**config.mk**
```make
export PLATFORM = sky130hd
export DESIGN_NAME = interrupt_sequencer
export DESIGN_NICKNAME = d
export VERILOG_FILES = /design/src/rtl/interrupt_sequencer_pkg.sv /design/src/rtl/interrupt_sequencer_priority_pick.sv /design/src/rtl/interrupt_sequencer.sv
export SDC_FILE = /design/constraint.sdc
export NUM_CORES = 1
export LEC_CHECK = 0
export CORE_MARGIN = 10
export CORE_UTILIZATION = 41
export DETAILED_ROUTE_END_ITERATION = 8
export MAX_ROUTING_LAYER = met4
export PLACE_DENSITY = 0.87
export SLEW_MARGIN = 30
export SYNTH_ARGS = -nofsm -noshare
export SYNTH_HDL_FRONTEND = slang
export SYNTH_SLANG_ARGS = --single-unit
```
**constraint.sdc**
```tcl
create_clock -name clk -period 1.85 [get_ports clk]
set_input_delay 0.185 -clock clk [delete_from_list [all_inputs] [get_ports clk]]
set_output_delay 0.185 -clock clk [all_outputs]
set_load 0.01 [all_outputs]
```
**src/rtl/interrupt_sequencer_pkg.sv**
```systemverilog
`default_nettype none
// ============================================================================
// Module   : interrupt_sequencer_pkg
// Purpose  : Shared types and constants for the interrupt sequencer: FSM state
//            encoding, default source count and the handler vector table.
// Revision : 1.0 - initial release
// ============================================================================
package interrupt_sequencer_pkg;

  localparam int WIDTH_DEFAULT = 8;
  localparam int VEC_W         = 10;

  typedef enum logic [1:0] {
    ST_IDLE  = 2'd0,
    ST_REQ   = 2'd1,
    ST_ENTRY = 2'd2
  } state_t;

  localparam logic [VEC_W-1:0] VEC_BIT0 = 10'h3FC;
  localparam logic [VEC_W-1:0] VEC_BIT1 = 10'h201;
  localparam logic [VEC_W-1:0] VEC_BIT2 = 10'h215;
  localparam logic [VEC_W-1:0] VEC_BIT3 = 10'h229;
  localparam logic [VEC_W-1:0] VEC_BIT4 = 10'h23D;
  localparam logic [VEC_W-1:0] VEC_BIT5 = 10'h265;
  localparam logic [VEC_W-1:0] VEC_BIT6 = 10'h279;
  localparam logic [VEC_W-1:0] VEC_BIT7 = 10'h28D;

  // Handler address for a source index; sources without a table entry map to 0
  function automatic logic [VEC_W-1:0] vec_of(input int idx);
    case (idx)
      0:       vec_of = VEC_BIT0;
      1:       vec_of = VEC_BIT1;
      2:       vec_of = VEC_BIT2;
      3:       vec_of = VEC_BIT3;
      4:       vec_of = VEC_BIT4;
      5:       vec_of = VEC_BIT5;
      6:       vec_of = VEC_BIT6;
      7:       vec_of = VEC_BIT7;
      default: vec_of = '0;
    endcase
  endfunction

endpackage
`default_nettype wire

```
**src/rtl/interrupt_sequencer_priority_pick.sv**
```systemverilog
`default_nettype none
// ============================================================================
// Module   : priority_pick
// Purpose  : One-hot selector of the lowest-index set request bit (zero when
//            no bit is set).
// Revision : 1.0 - initial release
// ============================================================================
module priority_pick #(
  parameter int WIDTH = 8
) (
  input  logic [WIDTH-1:0] req,
  output logic [WIDTH-1:0] grant
);

  // Two's-complement trick isolates the least significant set bit
  assign grant = req & (~req + WIDTH'(1));

endmodule
`default_nettype wire

```
**src/rtl/interrupt_sequencer.sv**
```systemverilog
`default_nettype none
// ============================================================================
// Module   : interrupt_sequencer
// Purpose  : Prioritised, nestable interrupt sequencer. Latches rising edges
//            of the interrupt lines, offers the highest-priority enabled
//            request that may pre-empt the current service level, and hands
//            the CPU a registered handler vector on acknowledge.
// Revision : 1.0 - initial release
// ============================================================================
module interrupt_sequencer
  import interrupt_sequencer_pkg::*;
#(
  parameter int WIDTH = WIDTH_DEFAULT
) (
  input  logic              clk,
  input  logic              reset,
  input  logic [WIDTH-1:0]  int_e,
  input  logic              mask_we,
  input  logic [WIDTH-1:0]  mask_d,
  input  logic              ack,
  input  logic              reti,
  output logic              irq,
  output logic [VEC_W-1:0]  vector,
  output logic              vector_valid,
  output logic [WIDTH-1:0]  pending,
  output logic [WIDTH-1:0]  in_service,
  output logic [WIDTH-1:0]  mask_q
);

  state_t             state_q, state_d;
  logic [WIDTH-1:0]   int_q;
  logic [WIDTH-1:0]   pending_q, pending_d;
  logic [WIDTH-1:0]   in_service_q, in_service_d;
  logic [VEC_W-1:0]   vector_q, vector_d;
  logic               irq_q, irq_d;
  logic               vector_valid_q, vector_valid_d;

  logic [WIDTH-1:0]   rise;
  logic [WIDTH-1:0]   isv_low;
  logic [WIDTH-1:0]   higher_mask;
  logic [WIDTH-1:0]   eligible;
  logic [WIDTH-1:0]   sel;
  logic [VEC_W-1:0]   vec_sel;
  logic               accept;

  // Current service level: lowest-index in-service bit, also the reti target
  priority_pick #(.WIDTH(WIDTH)) u_pick_isv (
    .req   (in_service_q),
    .grant (isv_low)
  );

  // Offer candidate: lowest-index eligible request
  priority_pick #(.WIDTH(WIDTH)) u_pick_sel (
    .req   (eligible),
    .grant (sel)
  );

  // Eligibility, FSM next state and next values of every register
  always_comb begin
    rise = int_e & ~int_q;

    // Only sources strictly above the current service level may pre-empt it
    if (isv_low == '0) higher_mask = '1;
    else               higher_mask = isv_low - WIDTH'(1);
    eligible = pending_q & mask_q & higher_mask;

    vec_sel = '0;
    for (int i = 0; i < WIDTH; i++) begin
      if (sel[i]) vec_sel = vec_sel | vec_of(i);
    end

    // An ack only counts while an offer is actually on the table
    accept = (state_q == ST_REQ) && ack && (sel != '0);

    state_d = state_q;
    unique case (state_q)
      ST_IDLE:  if (eligible != '0) state_d = ST_REQ;
      ST_REQ: begin
        if (accept)               state_d = ST_ENTRY;
        else if (eligible == '0)  state_d = ST_IDLE;
      end
      ST_ENTRY: state_d = ST_IDLE;
      default:  state_d = ST_IDLE;
    endcase

    irq_d          = (state_d == ST_REQ);
    vector_valid_d = accept;
    vector_d       = accept ? vec_sel : vector_q;

    // A fresh rise wins over the clear of the same bit
    pending_d = (pending_q & ~(accept ? sel : '0)) | rise;

    // reti pops the pre-ack service level, then the accepted source is pushed
    in_service_d = (in_service_q & ~(reti ? isv_low : '0)) | (accept ? sel : '0);
  end

  // State and output registers; int_q tracks the lines during reset so a line
  // already high when reset releases is not seen as a new edge
  always_ff @(posedge clk) begin
    if (!reset) begin
      state_q        <= ST_IDLE;
      int_q          <= int_e;
      pending_q      <= '0;
      in_service_q   <= '0;
      mask_q         <= '0;
      vector_q       <= '0;
      irq_q          <= 1'b0;
      vector_valid_q <= 1'b0;
    end else begin
      state_q        <= state_d;
      int_q          <= int_e;
      pending_q      <= pending_d;
      in_service_q   <= in_service_d;
      mask_q         <= mask_we ? mask_d : mask_q;
      vector_q       <= vector_d;
      irq_q          <= irq_d;
      vector_valid_q <= vector_valid_d;
    end
  end

  assign irq          = irq_q;
  assign vector       = vector_q;
  assign vector_valid = vector_valid_q;
  assign pending      = pending_q;
  assign in_service   = in_service_q;

endmodule
`default_nettype wire

```
==> summary.md <==
| Metric | Value |
|---|---|
| Layout Area Growth over Synthesis | `44.2%` |
| Initial antenna violation count | `0` |
| Avg Vias per Cell | `5.54` |
| Unrepaired setup endpoints after global routing | `true` |
| Htree depth | `2` |
| Width of the die | `85.9 um` |
| Logic pwr share | `13.2%` |
| Final nets | `268` |
| Tcrit/Tclk final | `96.1%` |
| Arrival @ worst endpoint | `1980 ps` |
| Synth Instances | `181` |
| Die H | `85.9 um` |
| Ports | `57` |
| Post-layout minimum cycle time | `1780 ps` |
| Fin cells | `298` |
| Max Fclk | `563 MHz` |
| Switching Power | `470 uW` |
| Post-synth EDFFs | `0` |
| Clk_skew | `5.77 ps` |
| Final core occ | `62.4%` |
| WL final | `4.86 mm` |
| Net Sw Frac | `24.0%` |
| YS warnings | `0` |
| Post-route ant nets | `0` |
| Placement Setup Slack | `44.3 ps` |
| Slew Viols, Final | `0` |
| Maximum VDD drop | `0.000399 V` |
| Post-route setup slack | `72.4 ps` |
| Placed cell areas | `2440 um2` |
| Reg power frac | `53.1%` |
| Layout cells sized above 1 | `15.7%` |
| Final Setup Violations | `0` |
| Commonest non-fill, non-tap cell in the layout | `clkdlybuf4s50_1` |
| Clock power share | `33.7%` |
| Critical-path cell list | `nand3b_4, or4_4, and4_4, a211o_1, o221a_1` |
| Final Cell Area | `2570 um2` |
| CP Class | `reg2reg` |
| Clock root buffer | `clkbuf_8` |
| CTS tree | `yes` |
| DR WL/cell | `16.3 um` |
| Seq/Total Area, Yosys | `50.6%` |
| Worst Hold Class | `in2reg` |
| Core area | `4120 um2` |
| PD cells | `764 nW/um2` |
| DIE AREA | `7380 um2` |
| Startpoint types | `flip-flop` |
| Async set-or-reset flop fraction in the synthesized netlist | `0%` |
| I/O Buffers | `55` |
| Yosys cell types | `46` |
| CTS sink count | `45` |
| Diodes inserted | `0` |
| DRC | `0` |
| Synthesized area | `1780 um2` |
| Starting density of the core | `43.3%` |
| #FFs+latches synth | `45` |
| Worst reg2reg setup slack | `70 ps` |
| Clock buffer depth | `2` |
| Worst-path maximum fanout | `10` |
| Cell-internal power | `1.49 mW` |
| Remaining Overflow, GRT | `0` |
| Prevailing post-synth register cell | `dfxtp_1` |
| Vias | `1,650` |
| Leak | `1.02 nW` |
| Gpl congestion | `0.927` |
| Most frequent cells in the layout | `clkdlybuf4s50_1 (55), dfxtp_1 (42), a21oi_1 (16)` |
| Synthesized Nets | `202` |
| Num rows | `23` |
| Crit-path max cell delay | `450 ps` |
| CP Capture Type | `flip-flop` |
| Max Cap Viol | `0` |
| All-Layer GR Usage | `13.6%` |
| Status | `completed` |
| Total chip power | `1.96 mW` |
| Drt first pass iters | `4` |
| Number of global-route vias before repair | `1,646` |
| Cell count after placement | `290` |
| Slowest-stage cell, CP | `or4_4` |
| Largest net degree at the start of global routing | `23` |
| Clk pin slew, worst setup/hold paths | `80 ps` |
| CTS Buf Count | `5` |
| HPWL after detailed placement | `3.72 mm` |
| First-pass GRT wire length | `7.93 mm` |
| Setup repair bufs after CTS | `0` |
| Initial drt markers | `122` |
| Final Hold Fails | `0` |
| Synth Area per Inst | `9.84 um2` |
| Critical Path RT | `2050 ps` |
| Clock Latency Late Sink | `300 ps` |
worst max-delay path: cells and delay by family, from the launching register on:
kind               cells  cell delay [ps]
and+or+nand+nor        3              820
DFF                    1              340
AOI/OAI and AO/OA      2              510
timing repair:
action,in CTS,in global routing
endpoints found under the setup margin,0,13
hold endpoints to repair,0,0
hold buffers,0,0
resized for setup,0,8
synthesized netlist by cell type (all sizes together), types with 3 or more instances:
library cell | number | area share [%]
a21oi | 18 | 5.7
a31o | 4 | 2.0
clkbuf | 5 | 1.1
dfxtp | 45 | 51
inv | 3 | 0.63
mux2i | 8 | 4.5
nand2 | 15 | 3.2
nand3 | 7 | 2.0
nand3b | 4 | 2.4
nand4 | 4 | 1.4
nor2 | 15 | 3.3
nor2b | 4 | 1.4
nor3 | 4 | 1.1
nor3b | 3 | 1.3
o211a | 3 | 1.7
o21ai | 7 | 2.2
o221a | 3 | 1.9
flip-flops by register name (all words and copies together), names as in the netlist:
| register | cells |
|---|---|
| int_q | 8 |
| state_q | 2 |
| vector_valid | 1 |
| pending | 8 |
| irq | 1 |
| mask_q | 8 |
| in_service | 8 |
| vector | 9 |
stage by stage:
stage	hold WS [ps]	TNS, ps
after floorplan	213	0
after global placement	448	0
after detailed placement	460	0
after CTS	340	0
after global routing	347	-9.54
final	344	0
layer usage:
layer	wire [um]	vias up	track usage [%]
li1	-	797	-
met1	2080	785	14.7
met2	2340	60	21.7
met3	354	8	5.68
met4	85	0	5.39
met5	0	-	-
cells by family (layout without fill, tap and decap cells):
group	Yosys count	in the layout	synth area share, %
other	1	1	0.210
flip-flops	45	45	50.6
AO/OA/AOI/OAI	48	48	20.2
AND/OR/NAND/NOR	69	69	21.8
multiplexers	8	8	4.49
buffers and inverters	10	77	2.74
layout make-up:
cell class                 instances  area [um2]
tap                               50        62.6
inverter                           3        11.3
timing repair buffer              66         633
clock buffer                       7        96.3
clock inverter                     1        5.00
sequential                        45         905
multi-input combinational        126         856
fill                             350        1550
power by group through the flow:
stage                     registers, mW  clock network (mW)  logic [mW]
after floorplan                    1.07                   0       0.111
after global placement             1.06                   0       0.253
after detailed placement           1.06                   0       0.258
after CTS                          1.04               0.677       0.259
after global routing               1.05               0.721       0.283
final                              1.04               0.661       0.260
path summary, 6_finish.rpt:
path / from / endpoint / cells past startpoint
worst min register to register: vector[8] / vector[8] / 2
worst min-delay path: int_e[3] / int_q[3] / 1
worst max register to register: in_service[3] / vector[5] / 5
worst max-delay path: in_service[3] / vector[5] / 5
Note: power is estimated with default switching activity, not from simulation.
